<file path="src/rtl/ap_ctrl_hs_driver.sv">
// ap_ctrl_hs_driver: ap_ctrl_hs initiator issuing a programmed number of kernel
// transactions, tracking outstanding starts and start-to-done latency.
module ap_ctrl_hs_driver #(
   parameter int TXN_W   = 16,
   parameter int LAT_W   = 32,
   parameter int MAX_OUT = 4,
   parameter int TIMEOUT = 4096
) (
   input  logic             clk_i,
   input  logic             rst_ni,
   input  logic             cfg_start_i,
   input  logic [TXN_W-1:0] cfg_num_txn_i,
   input  logic [7:0]       cfg_gap_i,
   output logic             ap_start_o,
   input  logic             ap_ready_i,
   input  logic             ap_done_i,
   output logic             ap_continue_o,
   output logic             busy_o,
   output logic             finish_o,
   output logic [TXN_W-1:0] txn_issued_o,
   output logic [TXN_W-1:0] txn_done_o,
   output logic [LAT_W-1:0] lat_last_o,
   output logic [LAT_W-1:0] lat_min_o,
   output logic [LAT_W-1:0] lat_max_o,
   output logic             err_spurious_o,
   output logic             err_timeout_o
);
   localparam int PW   = (MAX_OUT > 1) ? $clog2(MAX_OUT) : 1;
   localparam int CW   = $clog2(MAX_OUT + 1);
   localparam int WD_W = (TIMEOUT > 0) ? $clog2(TIMEOUT + 1) : 1;
   localparam logic [CW-1:0]   MAX_C = CW'(MAX_OUT);
   localparam logic [WD_W-1:0] TO_C  = WD_W'(TIMEOUT);

   typedef enum logic [2:0] {IDLE, ISSUE, GAP, DRAIN, FINISH} state_t;

   state_t           state_q, state_d;
   logic [TXN_W-1:0] num_q, num_d, issued_q, issued_d, done_q, done_d;
   logic [7:0]       gap_q, gap_d, gcnt_q, gcnt_d;
   logic [LAT_W-1:0] cyc_q, ts_q, ts_d, last_q, last_d, min_q, min_d, max_q, max_d;
   logic [LAT_W-1:0] cur_ts, lat;
   logic [LAT_W-1:0] mem_q [MAX_OUT];
   logic [PW-1:0]    wr_q, wr_d, rd_q, rd_d;
   logic [CW-1:0]    cnt_q, cnt_d;
   logic [WD_W-1:0]  wd_q, wd_d;
   logic             tsv_q, tsv_d, esp_q, esp_d, eto_q, eto_d, fin_q, fin_d, cont_q;
   logic             push, pop, wen, ren;

   function automatic logic [PW-1:0] nxt(input logic [PW-1:0] p);
      return (p == PW'(MAX_OUT - 1)) ? '0 : p + 1'b1;
   endfunction

   assign ap_start_o     = (state_q == ISSUE) && (cnt_q < MAX_C);
   assign busy_o         = (state_q == ISSUE) || (state_q == GAP) || (state_q == DRAIN);
   assign ap_continue_o  = cont_q;
   assign finish_o       = fin_q;
   assign txn_issued_o   = issued_q;
   assign txn_done_o     = done_q;
   assign lat_last_o     = last_q;
   assign lat_min_o      = min_q;
   assign lat_max_o      = max_q;
   assign err_spurious_o = esp_q;
   assign err_timeout_o  = eto_q;

   always_comb begin
      state_d  = state_q;
      num_d    = num_q;
      gap_d    = gap_q;
      gcnt_d   = gcnt_q;
      issued_d = issued_q;
      done_d   = done_q;
      last_d   = last_q;
      min_d    = min_q;
      max_d    = max_q;
      esp_d    = esp_q;
      eto_d    = eto_q;
      fin_d    = fin_q;
      wd_d     = wd_q;
      lat      = '0;
      pop      = 1'b0;
      push     = ap_start_o & ap_ready_i;
      cur_ts   = tsv_q ? ts_q : cyc_q;
      // a waiting start keeps the timestamp of its first asserted cycle
      tsv_d    = ap_start_o & ~ap_ready_i;
      ts_d     = (ap_start_o & ~tsv_q) ? cyc_q : ts_q;
      case (state_q)
         IDLE: if (cfg_start_i) begin
            num_d    = cfg_num_txn_i;
            gap_d    = cfg_gap_i;
            issued_d = '0;
            done_d   = '0;
            last_d   = '0;
            min_d    = '1;
            max_d    = '0;
            esp_d    = 1'b0;
            eto_d    = 1'b0;
            fin_d    = 1'b0;
            wd_d     = '0;
            state_d  = (cfg_num_txn_i == '0) ? FINISH : ISSUE;
         end
         ISSUE: if (push) begin
            issued_d = issued_q + 1'b1;
            gcnt_d   = gap_q;
            state_d  = (issued_d == num_q) ? DRAIN : (gap_q != 8'd0) ? GAP : ISSUE;
         end
         GAP: begin
            gcnt_d  = gcnt_q - 8'd1;
            state_d = (gcnt_q == 8'd1) ? ISSUE : GAP;
         end
         DRAIN: state_d = (done_q == num_q) ? FINISH : DRAIN;
         FINISH: begin
            fin_d   = 1'b1;
            state_d = IDLE;
         end
         default: state_d = IDLE;
      endcase
      if (ap_done_i) begin
         if (cnt_q != '0 || push) begin
            pop    = 1'b1;
            lat    = cyc_q - ((cnt_q != '0) ? mem_q[rd_q] : cur_ts);
            done_d = done_d + 1'b1;
            last_d = lat;
            min_d  = (lat < min_d) ? lat : min_d;
            max_d  = (lat > max_d) ? lat : max_d;
         end else begin
            esp_d = 1'b1;
         end
      end
      // a done that finds the FIFO empty consumes the start it arrives with
      wen   = push & ~(pop & (cnt_q == '0));
      ren   = pop & (cnt_q != '0);
      wr_d  = wen ? nxt(wr_q) : wr_q;
      rd_d  = ren ? nxt(rd_q) : rd_q;
      cnt_d = cnt_q + CW'(wen) - CW'(ren);
      if (TIMEOUT != 0 && busy_o) begin
         wd_d = (ap_ready_i | ap_done_i) ? '0 : wd_q + 1'b1;
         if (wd_d == TO_C) begin
            eto_d   = 1'b1;
            state_d = FINISH;
            wd_d    = '0;
            wr_d    = '0;
            rd_d    = '0;
            cnt_d   = '0;
         end
      end
   end

   always_ff @(posedge clk_i or negedge rst_ni) begin
      if (!rst_ni) begin
         state_q  <= IDLE;
         num_q    <= '0;
         gap_q    <= '0;
         gcnt_q   <= '0;
         issued_q <= '0;
         done_q   <= '0;
         cyc_q    <= '0;
         ts_q     <= '0;
         tsv_q    <= 1'b0;
         last_q   <= '0;
         min_q    <= '1;
         max_q    <= '0;
         wr_q     <= '0;
         rd_q     <= '0;
         cnt_q    <= '0;
         wd_q     <= '0;
         esp_q    <= 1'b0;
         eto_q    <= 1'b0;
         fin_q    <= 1'b0;
         cont_q   <= 1'b0;
      end else begin
         state_q  <= state_d;
         num_q    <= num_d;
         gap_q    <= gap_d;
         gcnt_q   <= gcnt_d;
         issued_q <= issued_d;
         done_q   <= done_d;
         cyc_q    <= cyc_q + 1'b1;
         ts_q     <= ts_d;
         tsv_q    <= tsv_d;
         last_q   <= last_d;
         min_q    <= min_d;
         max_q    <= max_d;
         wr_q     <= wr_d;
         rd_q     <= rd_d;
         cnt_q    <= cnt_d;
         wd_q     <= wd_d;
         esp_q    <= esp_d;
         eto_q    <= eto_d;
         fin_q    <= fin_d;
         cont_q   <= 1'b1;
      end
   end

   always_ff @(posedge clk_i) begin
      if (wen) mem_q[wr_q] <= cur_ts;
   end
endmodule

</file>
<file path="config.mk">
export PLATFORM = sky130hd
export DESIGN_NAME = ap_ctrl_hs_driver
export DESIGN_NICKNAME = d
export VERILOG_FILES = /design/src/rtl/ap_ctrl_hs_driver.sv
export SDC_FILE = /design/constraint.sdc
export NUM_CORES = 1
export LEC_CHECK = 0
export BUFFER_PORTS_ARGS = -buffer_cell sky130_fd_sc_hd__buf_2
export CAP_MARGIN = 10
export CORE_UTILIZATION = 50
export CTS_CLUSTER_DIAMETER = 80
export DETAILED_ROUTE_END_ITERATION = 10
export PLACE_DENSITY = 0.7
export SYNTH_ARGS = -nofsm -noshare
export SYNTH_HDL_FRONTEND = slang
export SYNTH_SLANG_ARGS = --single-unit
</file>
<file path="constraint.sdc">
create_clock -name clk_i -period 7.94 [get_ports clk_i]
set_input_delay 0.397 -clock clk_i [delete_from_list [all_inputs] [get_ports clk_i]]
set_output_delay 0.397 -clock clk_i [all_outputs]
set_load 0.05 [all_outputs]
</file>
# After elaboration in Yosys (flattened, before gate mapping)
# Memories as Yosys holds them, arrays and structs flattened.
# Index checks and enable logic that the tools add are counted.
dict set report totals {
  in_bits 29
  memories 1
  reg_bits 252
  wordCells 139
  out_inout_bits 134
  ram_bits 128
}
# memory depth word_bits read_ports rd_ports_with_merged_regs wr line
set memory_table {}
lappend memory_table {mem_q 4 32 1 0 1 41} ;# logic [LAT_W-1:0] mem_q [MAX_OUT];
dict set report op_classes {
  n_mux 64
  n_eq_ne 12
  n_addsub 10
  bitwise_logic 10
  reduce_logical 19
  order_cmp 3
}
# op count
set op_table {}
lappend op_table {{$mux 32} 16}
lappend op_table {{$mux 16} 6}
lappend op_table {{$mux 13} 5}
lappend op_table {{$add 16x1->16 const B} 2}
lappend op_table {{$add 32x1->32 const B} 1}
lappend op_table {{$eq 16x16->1} 2}
lappend op_table {{$gt 32x32->1} 1}
lappend op_table {{$lt 32x32->1} 1}
lappend op_table {{$pmux 16 s2} 1}
lappend op_table {{$sub 32x32->32} 1}
lappend op_table {{$mux 3} 8}
lappend op_table {{$mux 2} 11}
lappend op_table {{$logic_not 16->1} 1}
lappend op_table {{$pmux 8 s2} 1}
lappend op_table {{$add 13x1->13 const B} 1}
lappend op_table {{$eq 13x13->1 const B} 1}
lappend op_table {{$mux 1} 13}
lappend op_table {{$pmux 3 s4} 1}
lappend op_table {{$reduce_bool 2->1} 5}
lappend op_table {{$eq 8x1->1 const B} 1}
lappend op_table {{$mux 8} 1}
lappend op_table {{$reduce_and 2->1} 4}
lappend op_table {{$reduce_bool 8->1} 1}
lappend op_table {{$sub 8x1->8 const B} 1}
lappend op_table {{18 further kinds} 32}

# Longest topological paths before layout
# Gate-level depths: netlist (run 1).
dict set report depth {
  word_depth 13
  mapped_depth 27
}

# Worst setup path before layout (run 1)
# No wires, ideal clock.
dict set report synth_timing {
  path_kind {register -> register}
  from {reg rd_q[0]}
  to {reg max_q[10], in the netlist lat_max_o[10]}
  synth_period_minus_slack_ns 5.918
  path_buffers 3
  arrival_time_ns 5.839
  path_stages_with_launch 24
  setup_slack_ns 2.022
  setup_time_ns 0.079
  path_cell_list {dfrtp_1 -> clkbuf_1 -> buf_1 -> mux4_2 -> mux2i_1 -> ha_1 -> a2111oi_0 -> o21ai_1 -> a311oi_1 -> nor3b_1 -> a21boi_0 -> nor3_1 -> o31ai_1 -> inv_1 -> ha_1 -> nand2_1 -> o21ai_0 -> a21o_1 -> a211oi_1 -> nor2_1 -> or3_1 -> nand3_1 -> buf_2 -> mux2i_1}
}
dict set report synth_via {
  elab_chain_cells 7
}
# element line
set synth_rtl {}
lappend synth_rtl {{start, declared} 42} ;# logic [PW-1:0] wr_q, wr_d, rd_q, rd_d;
lappend synth_rtl {{start signal, assigned} 183} ;# rd_q <= rd_d;
lappend synth_rtl {{$mem_v2 4x32 *} n/a}
lappend synth_rtl {{$mux 32 *} 119} ;# lat = cyc_q - ((cnt_q != '0) ? mem_q[rd_q] : cur_ts);
lappend synth_rtl {{$sub 32x32->32 *} 119}
lappend synth_rtl {{$gt 32x32->1} 123} ;# max_d = (lat > max_d) ? lat : max_d;
lappend synth_rtl {{$mux 32 *} 123}
lappend synth_rtl {{$mux 32 *} 117} ;# if (cnt_q != '0 || push) begin
lappend synth_rtl {{$mux 32 *} 116} ;# if (ap_done_i) begin
lappend synth_rtl {{via max_d[10]} 39} ;# logic [LAT_W-1:0] cyc_q, ts_q, ts_d, last_q, last_d, min_q, min_d, max_q, max_d;
lappend synth_rtl {{end signal, assigned} 181} ;# max_q <= max_d;
lappend synth_rtl {{end, declared} 39}
# Mark *: on every way through the listed nets, which the timed path passes. The rest lies on a longest branch.
# A chain may end at the register's enable or synchronous reset.

# Worst setup path in the final report (run 1)
dict set report layout_timing {
  from {reg rd_q[0]}
  to {reg max_q[4], in the netlist lat_max_o[4]}
}
# Same word-level chain as after synthesis.

==> summary.txt, run 1 <==
CTS root buf = clkbuf_16
Drt initial violations = 1177
Routed wire per std cell = 19.9 um
# setup viols final = 0
Sequential power share = 30.1%
DIE AREA = 40400 um^2
Drt via density = 5.79
DR vias = 14300
Switch share = 44.6%
Synthesized flop and latch total = 380
Synthesized area per cell = 11.3 um^2
Gate power share = 49.5%
Die Wd = 201 um
Worst Path Arrival = 7.32 ns
Yosys Warn Count = 0
Fraction of registers with async set/reset = 66.3%
Diodes inserted = 0
Status = finished clean
Hold slack = 0.0187 ns
Cells after Synth = 1749
Vias in the first global route = 14100
Post-DP HPWL = 33800 um
Reg-to-reg endpoint = lat_max_o[4]
Number of flops mapped to enable cells by yosys = 128
H-tree levels = 2
Clk sinks = 380
I/O Pins = 163
Final hold vios = 0
Hold Path Origin = cfg_gap_i[0]
Fin nets = 2053
Row cnt = 72
Maximum root-to-sink buffer count = 3
Area growth syn-to-layout = 14.3%
Clk pwr share = 20.3%
Die Span Y = 201 um
CTS clk-pin slew, worst paths = 0.06 ns
Internal power = 5.28 mW
LEAKAGE = 10.3 nW
Critical-path maximum fanout = 24
Initial antenna violation count = 0
R2R Setup Slk = 1.05 ns
Clk_skew = 0.0193 ns
First-pass GRT wire length = 78200 um
Mapped cell area = 19800 um^2
CTS Buf Count = 41
Post-Route WL = 49000 um
Final worst-path cycle share = 86.8%
Post-synthesis cell type count = 81
Syn Nets = 1887
Worst setup SP type = register
Gr usage total = 24.5%
Hold crit path type = input port to register
VDD IR-drop max = 0.314 mV
Clk Latency, worst-skew pair = 0.58 ns
Period minus WS final = 6.89 ns
CTS tree = yes
Core ar. = 38900 um^2
Power Dens Cells = 421 nW/um^2
Synth top area cells = dfrtp_1, edfxtp_1, ha_1
GP Congestion = 0.923
Input/output buffers = 162
Slew Viols, Final = 0
Finished Core Util = 58.2%
CP required = 8.37 ns
Antenna-violating nets left = 0
Critical R2R Launch = rd_q[0]
Number of detailed-route iterations in the first pass = 5
CP endpoint kind = register
Hold EP = gap_q[0]
RSZ-0062 raised after global routing = no
Relative slew slack = 24.3%
Fmax = 145 MHz
Actual slew at the worst max-slew pin = 1.14 ns
Largest area contributor in the netlist = dfrtp_1
Largest net degree at the start of global routing = 186
Post-synthesis sequential area ratio = 51.4%
Worst R2R Path Depth = 20
Layout cells sized above 1 = 21.0%
Final setup TNS = 0 ns
Kind of critical path = register to register
Worst Hold Depth = 3
Global route overflow = 0
Max cap viols = 0
Drt drc = 0
Initial Util = 50.9%
Net Sw Power = 4.25 mW
Share of Yosys cell area claimed by the top area cell type = 27.8%
Synth Flop Type = dfrtp_1
==> layer usage <==
| metal | up-vias | part of all wire, % | global-route usage [%] |
|---|---|---|---|
| met5 | - | 0 | 0 |
| met4 | 0 | 3.0 | 9.08 |
| met3 | 83 | 5.1 | 3.48 |
| met2 | 421 | 49 | 40.2 |
| met1 | 7075 | 43 | 33.0 |
| li1 | 6693 | - | - |
==> power groups by stage <==
stage | Sequential [mW] | Combinational, mW | Clock [mW]
floorplan | 3.60 | 2.73 | 0
global placement | 2.89 | 4.64 | 0
detailed placement | 2.90 | 4.70 | 0
CTS | 2.87 | 4.74 | 1.98
global route | 2.92 | 5.15 | 2.04
finish | 2.87 | 4.72 | 1.94
==> cell type report <==
| type | instances | area, um^2 |
|---|---|---|
| Tap cell | 518 | 648 |
| Multi-Input combinational cell | 1245 | 9150 |
| Clock inverter | 15 | 155 |
| Fill cell | 3225 | 16300 |
| Inverter | 54 | 203 |
| Clock buffer | 61 | 1220 |
| Sequential cell | 380 | 10200 |
| Timing Repair Buffer | 193 | 1080 |
==> what timing repair did <==
item	4_1_cts	5_1_grt
hold buffers	4	0
hold endpoints to repair	63	0
gates resized for setup	0	0
buffers inserted	0	0
==> sequential cells by signal (all words and copies together), names as in the netlist, 2 cells and up <==
signal,count
wr_q,2
ts_q,32
mem_q,128
txn_issued_o,16
gcnt_q,8
state_q,3
num_q,16
gap_q,8
lat_min_o,32
cyc_q,32
rd_q,2
lat_last_o,32
lat_max_o,32
wd_q,13
txn_done_o,16
cnt_q,3
==> metrics by stage <==
step	instance area, um^2	setup slack, ns	power (mW)	cells
floorplan	19800	2.02	6.33	1749
global placement	21200	1.24	7.53	2386
detailed placement	21200	1.19	7.61	2386
CTS	22600	1.12	9.58	2466
global route	22600	0.495	10.1	2466
finish	22600	1.05	9.53	2466
==> synthesized netlist by cell type (4+ instances only) <==
| cell type | n |
|---|---|
| a2111oi_0 | 5 |
| a211oi_1 | 6 |
| a21o_1 | 21 |
| a21oi_1 | 70 |
| a311oi_1 | 4 |
| a31o_2 | 4 |
| a31oi_1 | 5 |
| and2_1 | 10 |
| and3_1 | 17 |
| buf_1 | 7 |
| buf_2 | 5 |
| clkbuf_1 | 54 |
| dfrtp_1 | 220 |
| dfstp_2 | 32 |
| edfxtp_1 | 128 |
| ha_1 | 107 |
| inv_1 | 52 |
| mux2_2 | 64 |
| mux2i_1 | 96 |
| mux4_2 | 32 |
| nand2_1 | 206 |
| nand2b_1 | 9 |
| nand3_1 | 77 |
| nand3b_1 | 5 |
| nand4_1 | 32 |
| nor2_1 | 113 |
| nor2b_1 | 6 |
| nor3_1 | 17 |
| nor4_1 | 22 |
| o211ai_1 | 12 |
| o21a_1 | 7 |
| o21ai_0 | 96 |
| o21ai_1 | 4 |
| o22ai_1 | 5 |
| o31ai_1 | 6 |
| or2_2 | 4 |
| or3_1 | 7 |
| xnor2_1 | 50 |
| xor2_1 | 69 |
==> worst max path at each step <==
| stage | from | end | slack (ns) | depth (start not counted) |
|---|---|---|---|---|
| floorplan | rd_q[0] | lat_max_o[10] | 2.02 | 23 |
| global placement | rd_q[0] | lat_max_o[2] | 1.24 | 20 |
| detailed placement | rd_q[0] | lat_max_o[6] | 1.19 | 21 |
| CTS | rd_q[0] | lat_max_o[4] | 1.12 | 21 |
| global route | rd_q[0] | lat_max_o[14] | 0.49 | 23 |
| finish | rd_q[0] | lat_max_o[4] | 1.05 | 20 |
==> cells in the final DEF (no fill, tap or decap), types with 21 or more instances in the layout <==
master,synthesis,final
nor4_1,22,22
mux4_2,32,32
clkbuf_16,0,41
dfstp_2,32,32
o21ai_0,96,96
a21o_1,21,21
buf_2,5,161
nand4_1,32,32
dfrtp_1,220,219
mux2_2,64,64
edfxtp_1,128,128
inv_1,52,52
mux2i_1,96,96
xnor2_1,50,50
a21oi_1,70,70
xor2_1,69,69
buf_4,0,26
nor2_1,113,112
ha_1,107,107
nand3_1,77,76
nand2_1,206,206
==> kinds of logic (layout without fill, tap and decap cells) <==
family,after synthesis,after routing,share of synthesized area (%)
AND/OR/NAND/NOR,540,540,12.7
AO/OA/AOI/OAI,284,284,9.06
buffers and inverters,124,323,2.50
adder cells (fa/ha/maj),109,109,6.96
multiplexers,192,192,12.1
XOR/XNOR,119,119,5.26
flip-flops,380,380,51.4
other,1,1,0.0189
==> critical path, stage by stage, from the launching register on <==
cell,delay [ns]
dfrtp_2,0.89
mux4_2,0.59
mux2i_1,0.24
ha_1,0.33
a2111oi_0,0.41
o21ai_1,0.24
a311oi_1,0.42
nor3b_1,0.20
and2_1,0.22
o41ai_2,0.30
xor2_1,0.49
inv_1,0.13
ha_1,0.34
nand4_1,0.12
nor4_1,0.71
nor2_1,0.07
a21oi_1,0.15
or3_1,0.14
nand3_2,0.24
buf_4,0.36
mux2i_1,0.15
(Power assumes the default switching activity.)
==> run 2: changes to the inputs <==
--- a/config.mk
+++ b/config.mk
@@ -7,6 +7,7 @@
 export LEC_CHECK = 0
 export BUFFER_PORTS_ARGS = -buffer_cell sky130_fd_sc_hd__buf_2
 export CAP_MARGIN = 10
+export CORE_ASPECT_RATIO = 1.5
 export CORE_UTILIZATION = 50
 export CTS_CLUSTER_DIAMETER = 80
 export DETAILED_ROUTE_END_ITERATION = 10
==> summary.txt, run 2 (synthesized netlist as in run 1, its figures left out) <==
Placed cells = 2363 (was 2386)
Post_cts resized = 0 (unchanged)
Reg with most FFs = mem_q (unchanged)
Drt initial violations = 948 (was 1177)
Power Dens Cells = 421 nW/um^2 (about the same)
Fill cells = 3216 (was 3225)
Fin nets = 2042 (was 2053)
Actual slew at the worst max-slew pin = 1.09 ns (was 1.14 ns)
Post-Route WL = 50700 um (was 49000 um)
CTS root buf = clkbuf_16 (unchanged)
GP Congestion = 0.973 (was 0.923)
CP endpoint kind = register (unchanged)
VDD IR-drop max = 0.291 mV (was 0.314 mV)
Row cnt = 89 (was 72)
DIE AREA = 40500 um^2 (was 40400 um^2)
Largest register FFs = 128 (unchanged)
CTS Buf Count = 38 (was 41)
Hold crit path type = input port to register (unchanged)
Layout cells sized above 1 = 20.7% (was 21.0%)
Kind of critical path = register to register (unchanged)
Worst Path Arrival = 7.30 ns (was 7.32 ns)
Vias in the first global route = 14500 (was 14100)
RSZ-0062 raised after global routing = no (unchanged)
Final worst-path cycle share = 86.3% (was 86.8%)
DR vias = 14300 (about the same)
Critical-path maximum fanout = 32 (was 24)
Initial Util = 50.6% (was 50.9%)
Final setup TNS = 0 ns (unchanged)
Number of detailed-route iterations in the first pass = 5 (unchanged)
Commonest non-fill, non-tap cell in the layout = dfrtp_1 (unchanged)
Gr usage total = 25.1% (was 24.5%)
CTS tree = yes (unchanged)
Largest net degree at the start of global routing = 113 (was 186)
Input/output buffers = 162 (unchanged)
Final total power = 9.45 mW (was 9.53 mW)
Commonest cells after routing, fill and taps aside = dfrtp_1, nand2_1, buf_2, edfxtp_1, nor2_1 (unchanged)
Area growth syn-to-layout = 13.2% (was 14.3%)
Routed wire per std cell = 20.8 um (was 19.9 um)
Antenna-violating nets left = 0 (unchanged)
Post-place setup slack = 1.15 ns (was 1.19 ns)
Post-DP HPWL = 36400 um (was 33800 um)
Initial antenna violation count = 0 (unchanged)
Diodes inserted = 0 (unchanged)
Status = finished clean (unchanged)
Drt via density = 5.88 (was 5.79)
Relative slew slack = 27.6% (was 24.3%)
First-pass GRT wire length = 78400 um (was 78200 um)
Non-filler cells, final = 2434 (was 2466)
Die Span Y = 246 um (was 201 um)
LEAKAGE = 10.2 nW (was 10.3 nW)
CTS clk-pin slew, worst paths = 0.06 ns (about the same)
Maximum root-to-sink buffer count = 3 (unchanged)
Drt drc = 0 (unchanged)
Die Wd = 165 um (was 201 um)
Clk Latency, worst-skew pair = 0.54 ns (was 0.58 ns)
Global route overflow = 0 (unchanged)
Period minus WS final = 6.86 ns (was 6.89 ns)
Worst setup SP type = register (unchanged)
Core ar. = 39200 um^2 (was 38900 um^2)
CP required = 8.39 ns (was 8.37 ns)
Max cap viols = 0 (unchanged)
Fmax = 146 MHz (was 145 MHz)
Final WS setup = 1.08 ns (was 1.05 ns)
I/O Pins = 163 (unchanged)
Slew Viols, Final = 0 (unchanged)
# setup viols final = 0 (unchanged)
Clk_skew = 0.0193 ns (about the same)
H-tree levels = 2 (unchanged)
Final hold vios = 0 (unchanged)
Clk sinks = 380 (unchanged)
==> run 2: metrics by stage <==
stage | hold slack (ns) | cell area, um^2 | utilization [%]
after floorplan | 0.101 | 19800 | -
after global placement | 0.465 | 21200 | 54.0
after detailed placement | 0.486 | 21200 | 54.0
after CTS | 0.0428 | 22400 | 57.3
after global routing | 0.0550 | 22400 | 57.3
final | 0.0627 | 22400 | 57.3
==> run 2: power breakdown <==
group | total, mW | switching, mW | internal (mW)
logic | 4.72 | 3.12 | 1.60
clock network | 1.84 | 0.775 | 1.07
registers | 2.89 | 0.374 | 2.51
==> run 2: worst max-delay path, cell delays in order (launching register included) <==
cell	delay [ns]
dfrtp_1	0.39
or3_2	0.76
buf_4	0.36
mux2i_1	0.18
ha_1	0.37
o21ai_0	0.13
a21oi_1	0.19
o211ai_1	0.19
o31ai_1	0.78
a41o_1	0.28
nor2_1	0.05
xor2_1	0.43
inv_1	0.13
ha_1	0.35
a2111oi_0	0.36
o21ai_0	0.15
a31o_2	0.25
a21oi_1	0.14
nor3_1	0.05
or3_1	0.32
nand3_2	0.08
buf_4	0.51
mux2i_1	0.27
==> run 2: worst paths after layout <==
kind                            depth (start not counted)        endpoint  slack, ns            from
max in group asynchronous                               3        gap_q[6]       5.91          rst_ni
worst min-delay path                                    3        gap_q[6]       0.06    cfg_gap_i[6]
worst max-delay path                                   22    lat_max_o[9]       1.08        cnt_q[0]
min in group asynchronous                               2  lat_last_o[17]       0.49          rst_ni
worst min register to register                          2  lat_last_o[10]       0.50  lat_last_o[10]
worst max register to register                         22    lat_max_o[9]       1.08        cnt_q[0]
==> run 2: area by class of cell <==
type / instances / area, um^2 / area share (%)
tap: 500 / 626 / 2.79
inverter: 54 / 203 / 0.903
multi-input combinational: 1245 / 9150 / 40.8
clock inverter: 23 / 241 / 1.08
sequential: 380 / 10200 / 45.4
timing repair buffer: 185 / 996 / 4.44
clock buffer: 47 / 1030 / 4.61
==> run 2: timing repair <==
action                                 4_1_cts  5_1_grt
endpoints found under the hold margin       96        0
setup buffers                                0        0
hold buffers                                 1        0
==> run 2: metal layers <==
metal  GRT usage, %  part of all wire (%)
met4           12.3                   4.9
met5              0                     0
met2           45.0                    51
met3           4.01                   5.1
met1           28.7                    39
==> run 3: changes to the inputs <==
--- a/config.mk
+++ b/config.mk
@@ -5,13 +5,14 @@
 export SDC_FILE = /design/constraint.sdc
 export NUM_CORES = 1
 export LEC_CHECK = 0
+export ABC_AREA = 1
 export BUFFER_PORTS_ARGS = -buffer_cell sky130_fd_sc_hd__buf_2
 export CAP_MARGIN = 10
 export CORE_ASPECT_RATIO = 1.5
 export CORE_UTILIZATION = 50
-export CTS_CLUSTER_DIAMETER = 80
+export CTS_CLUSTER_DIAMETER = 40
 export DETAILED_ROUTE_END_ITERATION = 10
-export PLACE_DENSITY = 0.7
+export PLACE_DENSITY = 0.69
 export SYNTH_ARGS = -nofsm -noshare
 export SYNTH_HDL_FRONTEND = slang
 export SYNTH_SLANG_ARGS = --single-unit
==> constraint.sdc (replaced) <==
create_clock -name clk_i -period 8.15 [get_ports clk_i]
set_input_delay 0.4075 -clock clk_i [delete_from_list [all_inputs] [get_ports clk_i]]
set_output_delay 0.4075 -clock clk_i [all_outputs]
set_load 0.05 [all_outputs]
==> summary.txt, run 3 <==
Power Dens Cells = 453 nW/um^2 (was 421 nW/um^2)
Worst R2R Path Depth = 26 (was 22)
Input/output buffers = 162 (unchanged)
Fraction of registers with async set/reset = 66.3% (unchanged)
Post-synth top cells = nand2_1, inv_1, o21ai_0 (was dfrtp_1, nand2_1, edfxtp_1)
Final worst-path cycle share = 84.5% (was 86.3%)
Clk pwr share = 20.3% (was 19.5%)
Die Wd = 170 um (was 165 um)
Wire length on met3 = 2730 um (was 2570 um)
Cells after Synth = 2539 (was 1749)
Slew Viols, Final = 0 (unchanged)
Reg-to-reg endpoint = lat_max_o[26] (was lat_max_o[9])
Row cnt = 91 (was 89)
Antenna-violating nets left = 0 (unchanged)
Routed wire per std cell = 18.0 um (was 20.8 um)
Gate power share = 53.5% (was 50.0%)
H-tree levels = 2 (unchanged)
Core ar. = 41300 um^2 (was 39200 um^2)
Relative slew slack = 24.4% (was 27.6%)
Critical R2R Launch = tsv_q (was cnt_q[0])
CP endpoint kind = register (unchanged)
Number of flops mapped to enable cells by yosys = 128 (unchanged)
Internal power = 5.54 mW (was 5.18 mW)
Number of detailed-route iterations in the first pass = 6 (was 5)
Post-Route WL = 59200 um (was 50700 um)
Max cap viols = 0 (unchanged)
Drt initial violations = 1179 (was 948)
Actual slew at the worst max-slew pin = 1.13 ns (was 1.09 ns)
Worst Hold Depth = 3 (unchanged)
Vias in the first global route = 17800 (was 14500)
Fmax = 145 MHz (was 146 MHz)
LEAKAGE = 11.5 nW (was 10.2 nW)
Share of Yosys cell area claimed by the top area cell type = 26.1% (was 27.8%)
Largest register FFs = 128 (unchanged)
CTS root buf = clkbuf_16 (unchanged)
Fin nets = 2825 (was 2042)
Commonest non-fill, non-tap cell in the layout = nand2_1 (was dfrtp_1)
Hold EP = gap_q[4] (was gap_q[6])
Syn Nets = 2677 (was 1887)
Post-DP HPWL = 43400 um (was 36400 um)
Worst setup SP type = register (unchanged)
DR top layer = met4 (unchanged)
Final setup TNS = 0 ns (unchanged)
Synthesized flop and latch total = 380 (unchanged)
Post-synthesis sequential area ratio = 48.4% (was 51.4%)
Hold crit path type = input port to register (unchanged)
Maximum root-to-sink buffer count = 3 (unchanged)
Count leader, synth = nand2_1 (was dfrtp_1)
DR WL met2 = 30100 um (was 25900 um)
CP required = 8.61 ns (was 8.39 ns)
Area growth syn-to-layout = 14.4% (was 13.2%)
Final hold vios = 0 (unchanged)
Initial Util = 51.0% (was 50.6%)
Sequential power share = 26.2% (was 30.5%)
First-pass GRT wire length = 92800 um (was 78400 um)
Met1 WL = 23300 um (was 19800 um)
Diodes inserted = 0 (unchanged)
R2R Setup Slk = 1.27 ns (was 1.08 ns)
DIE AREA = 43000 um^2 (was 40500 um^2)
Period minus WS final = 6.88 ns (was 6.86 ns)
Clk_skew = 0.0212 ns (was 0.0193 ns)
Global route overflow = 0 (unchanged)
Initial antenna violation count = 0 (unchanged)
Net Sw Power = 5.38 mW (was 4.27 mW)
RSZ-0062 raised after global routing = no (unchanged)
Yosys Warn Count = 0 (unchanged)
Layout cells sized above 1 = 13.4% (was 20.7%)
Commonest cells after routing, fill and taps aside = nand2_1, inv_1, o21ai_0, nor2_1, dfrtp_1 (was dfrtp_1, nand2_1, buf_2, edfxtp_1, nor2_1)
Synth top area cells = dfrtp_1, edfxtp_1, nand2_1 (was dfrtp_1, edfxtp_1, ha_1)
Finished Core Util = 58.3% (was 57.3%)
CTS Buf Count = 47 (was 38)
Synth Flop Type = dfrtp_1 (unchanged)
Status = finished clean (unchanged)
Final total power = 10.9 mW (was 9.45 mW)
Post-CTS Setup Inserts = 0 (unchanged)
GP Congestion = 1.01 (was 0.973)
CTS clk-pin slew, worst paths = 0.07 ns (was 0.06 ns)
Drt via density = 5.47 (was 5.88)
# setup viols final = 0 (unchanged)
Clk Latency, worst-skew pair = 0.57 ns (was 0.54 ns)
Largest net degree at the start of global routing = 115 (was 113)
Reg with most FFs = mem_q (unchanged)
Fill cells = 3712 (was 3216)
Switch share = 49.3% (was 45.1%)
I/O Pins = 163 (unchanged)
CP startpoint = tsv_q (was cnt_q[0])
Worst Path Arrival = 7.34 ns (was 7.30 ns)
Post-synthesis cell type count = 52 (was 81)
Die Span Y = 253 um (was 246 um)
Gr usage total = 27.7% (was 25.1%)
Largest area contributor in the netlist = dfrtp_1 (unchanged)
Drt drc = 0 (unchanged)
Synthesized area per cell = 8.30 um^2 (was 11.3 um^2)
CTS tree = yes (unchanged)
Hold Path Origin = cfg_gap_i[4] (was cfg_gap_i[6])
Critical-path maximum fanout = 35 (was 32)
Mapped cell area = 21100 um^2 (was 19800 um^2)
Clk sinks = 380 (unchanged)
DR vias = 18000 (was 14300)
VDD IR-drop max = 0.218 mV (was 0.291 mV)
Kind of critical path = register to register (unchanged)
[run 3: cell types whose count changed after synthesis, moves of 15 or more]
| cell | change |
|---|---|
| o21ai_0 | +169 |
| and3_1 | -15 |
| o22ai_1 | +46 |
| xnor2_1 | -31 |
| or2_2 | +29 |
| nor2_1 | +129 |
| a21o_1 | -18 |
| inv_1 | +250 |
| mux4_2 | -32 |
| mux2i_1 | -96 |
| nand2_1 | +398 |
| mux2_2 | -54 |
| nand3_1 | +88 |
[run 3: power groups by stage]
stage	clock (mW)	sequential [mW]	combinational (mW)
final	2.22	2.86	5.85
after global routing	2.32	2.90	6.53
after CTS	2.25	2.85	5.85
after detailed placement	0	2.88	5.82
after global placement	0	2.87	5.68
after floorplan	0	3.65	3.44
[run 3: kinds of logic after synthesis]
family | share of synthesized area, %
adder cells (fa/ha/maj) | 6.54
flip-flops | 48.4
AO/OA/AOI/OAI | 11.0
AND/OR/NAND/NOR | 22.9
multiplexers | 0.534
XOR/XNOR | 3.57
buffers and inverters | 7.15
other | 0.0178
[run 3: layout make-up]
class / count / area [um^2] / share of cell area [%]
Timing Repair Buffer: 185 / 996 / 4.13
Sequential cell: 380 / 10200 / 42.3
Tap cell: 558 / 698 / 2.90
Multi-Input combinational cell: 1767 / 9390 / 39.0
Clock buffer: 54 / 1230 / 5.12
Inverter: 306 / 1150 / 4.77
Clock inverter: 34 / 443 / 1.84
[run 3: worst max path at each step]
stage	to	slack, ns	cells past startpoint
2_1_floorplan	lat_max_o[21]	3.77	33
3_3_place_gp	lat_max_o[19]	1.52	26
3_5_place_dp	lat_max_o[29]	1.43	26
4_1_cts	lat_max_o[29]	1.43	26
5_1_grt	lat_max_o[21]	0.82	28
6_report	lat_max_o[26]	1.27	26
[run 3: what timing repair did]
| action | in CTS | in global routing |
|---|---|---|
| gates resized for setup | 0 | 0 |
| hold buffers | 1 | 0 |
| endpoints found under the hold margin | 101 | 0 |
[run 3: through the flow]
step | cell area (um^2) | worst slack [ns] | hold slack [ns] | instances
6_report | 24100 | 1.27 | 0.0445 | 3284
5_1_grt | 24100 | 0.824 | 0.0568 | 3284
4_1_cts | 24100 | 1.43 | 0.0278 | 3284
3_5_place_dp | 22400 | 1.43 | 0.465 | 3195
3_3_place_gp | 22400 | 1.52 | 0.460 | 3195
2_1_floorplan | 21100 | 3.77 | 0.112 | 2539
[run 3: metal layers]
| layer | vias to the layer above | GRT usage [%] |
|---|---|---|
| li1 | 8683 | - |
| met1 | 8582 | 32.1 |
| met2 | 530 | 49.3 |
| met3 | 158 | 3.83 |
| met4 | 0 | 14.4 |
| met5 | - | 0 |
[run 3: worst max-delay path, cell delays in order, from the launching register on]
cell and delay [ns]:
dfrtp_1 1.09, inv_1 0.71, or2_2 0.47, o21ai_0 0.14, nand2_1 0.07, o21ai_0 0.18, ha_1 0.37, inv_1 0.10
o21ai_0 0.11, a21oi_1 0.36, o21ai_0 0.34, a21oi_1 0.28, nand2_1 0.08, nand2_1 0.06, nand2_1 0.16, ha_1 0.37
nand2_1 0.08, inv_1 0.07, nand2_1 0.05, nor4_1 0.39, nand3_1 0.12, nand2_1 0.08, inv_1 0.05, nand2_1 0.39
inv_1 0.39, nand2_1 0.16, nand2_1 0.06
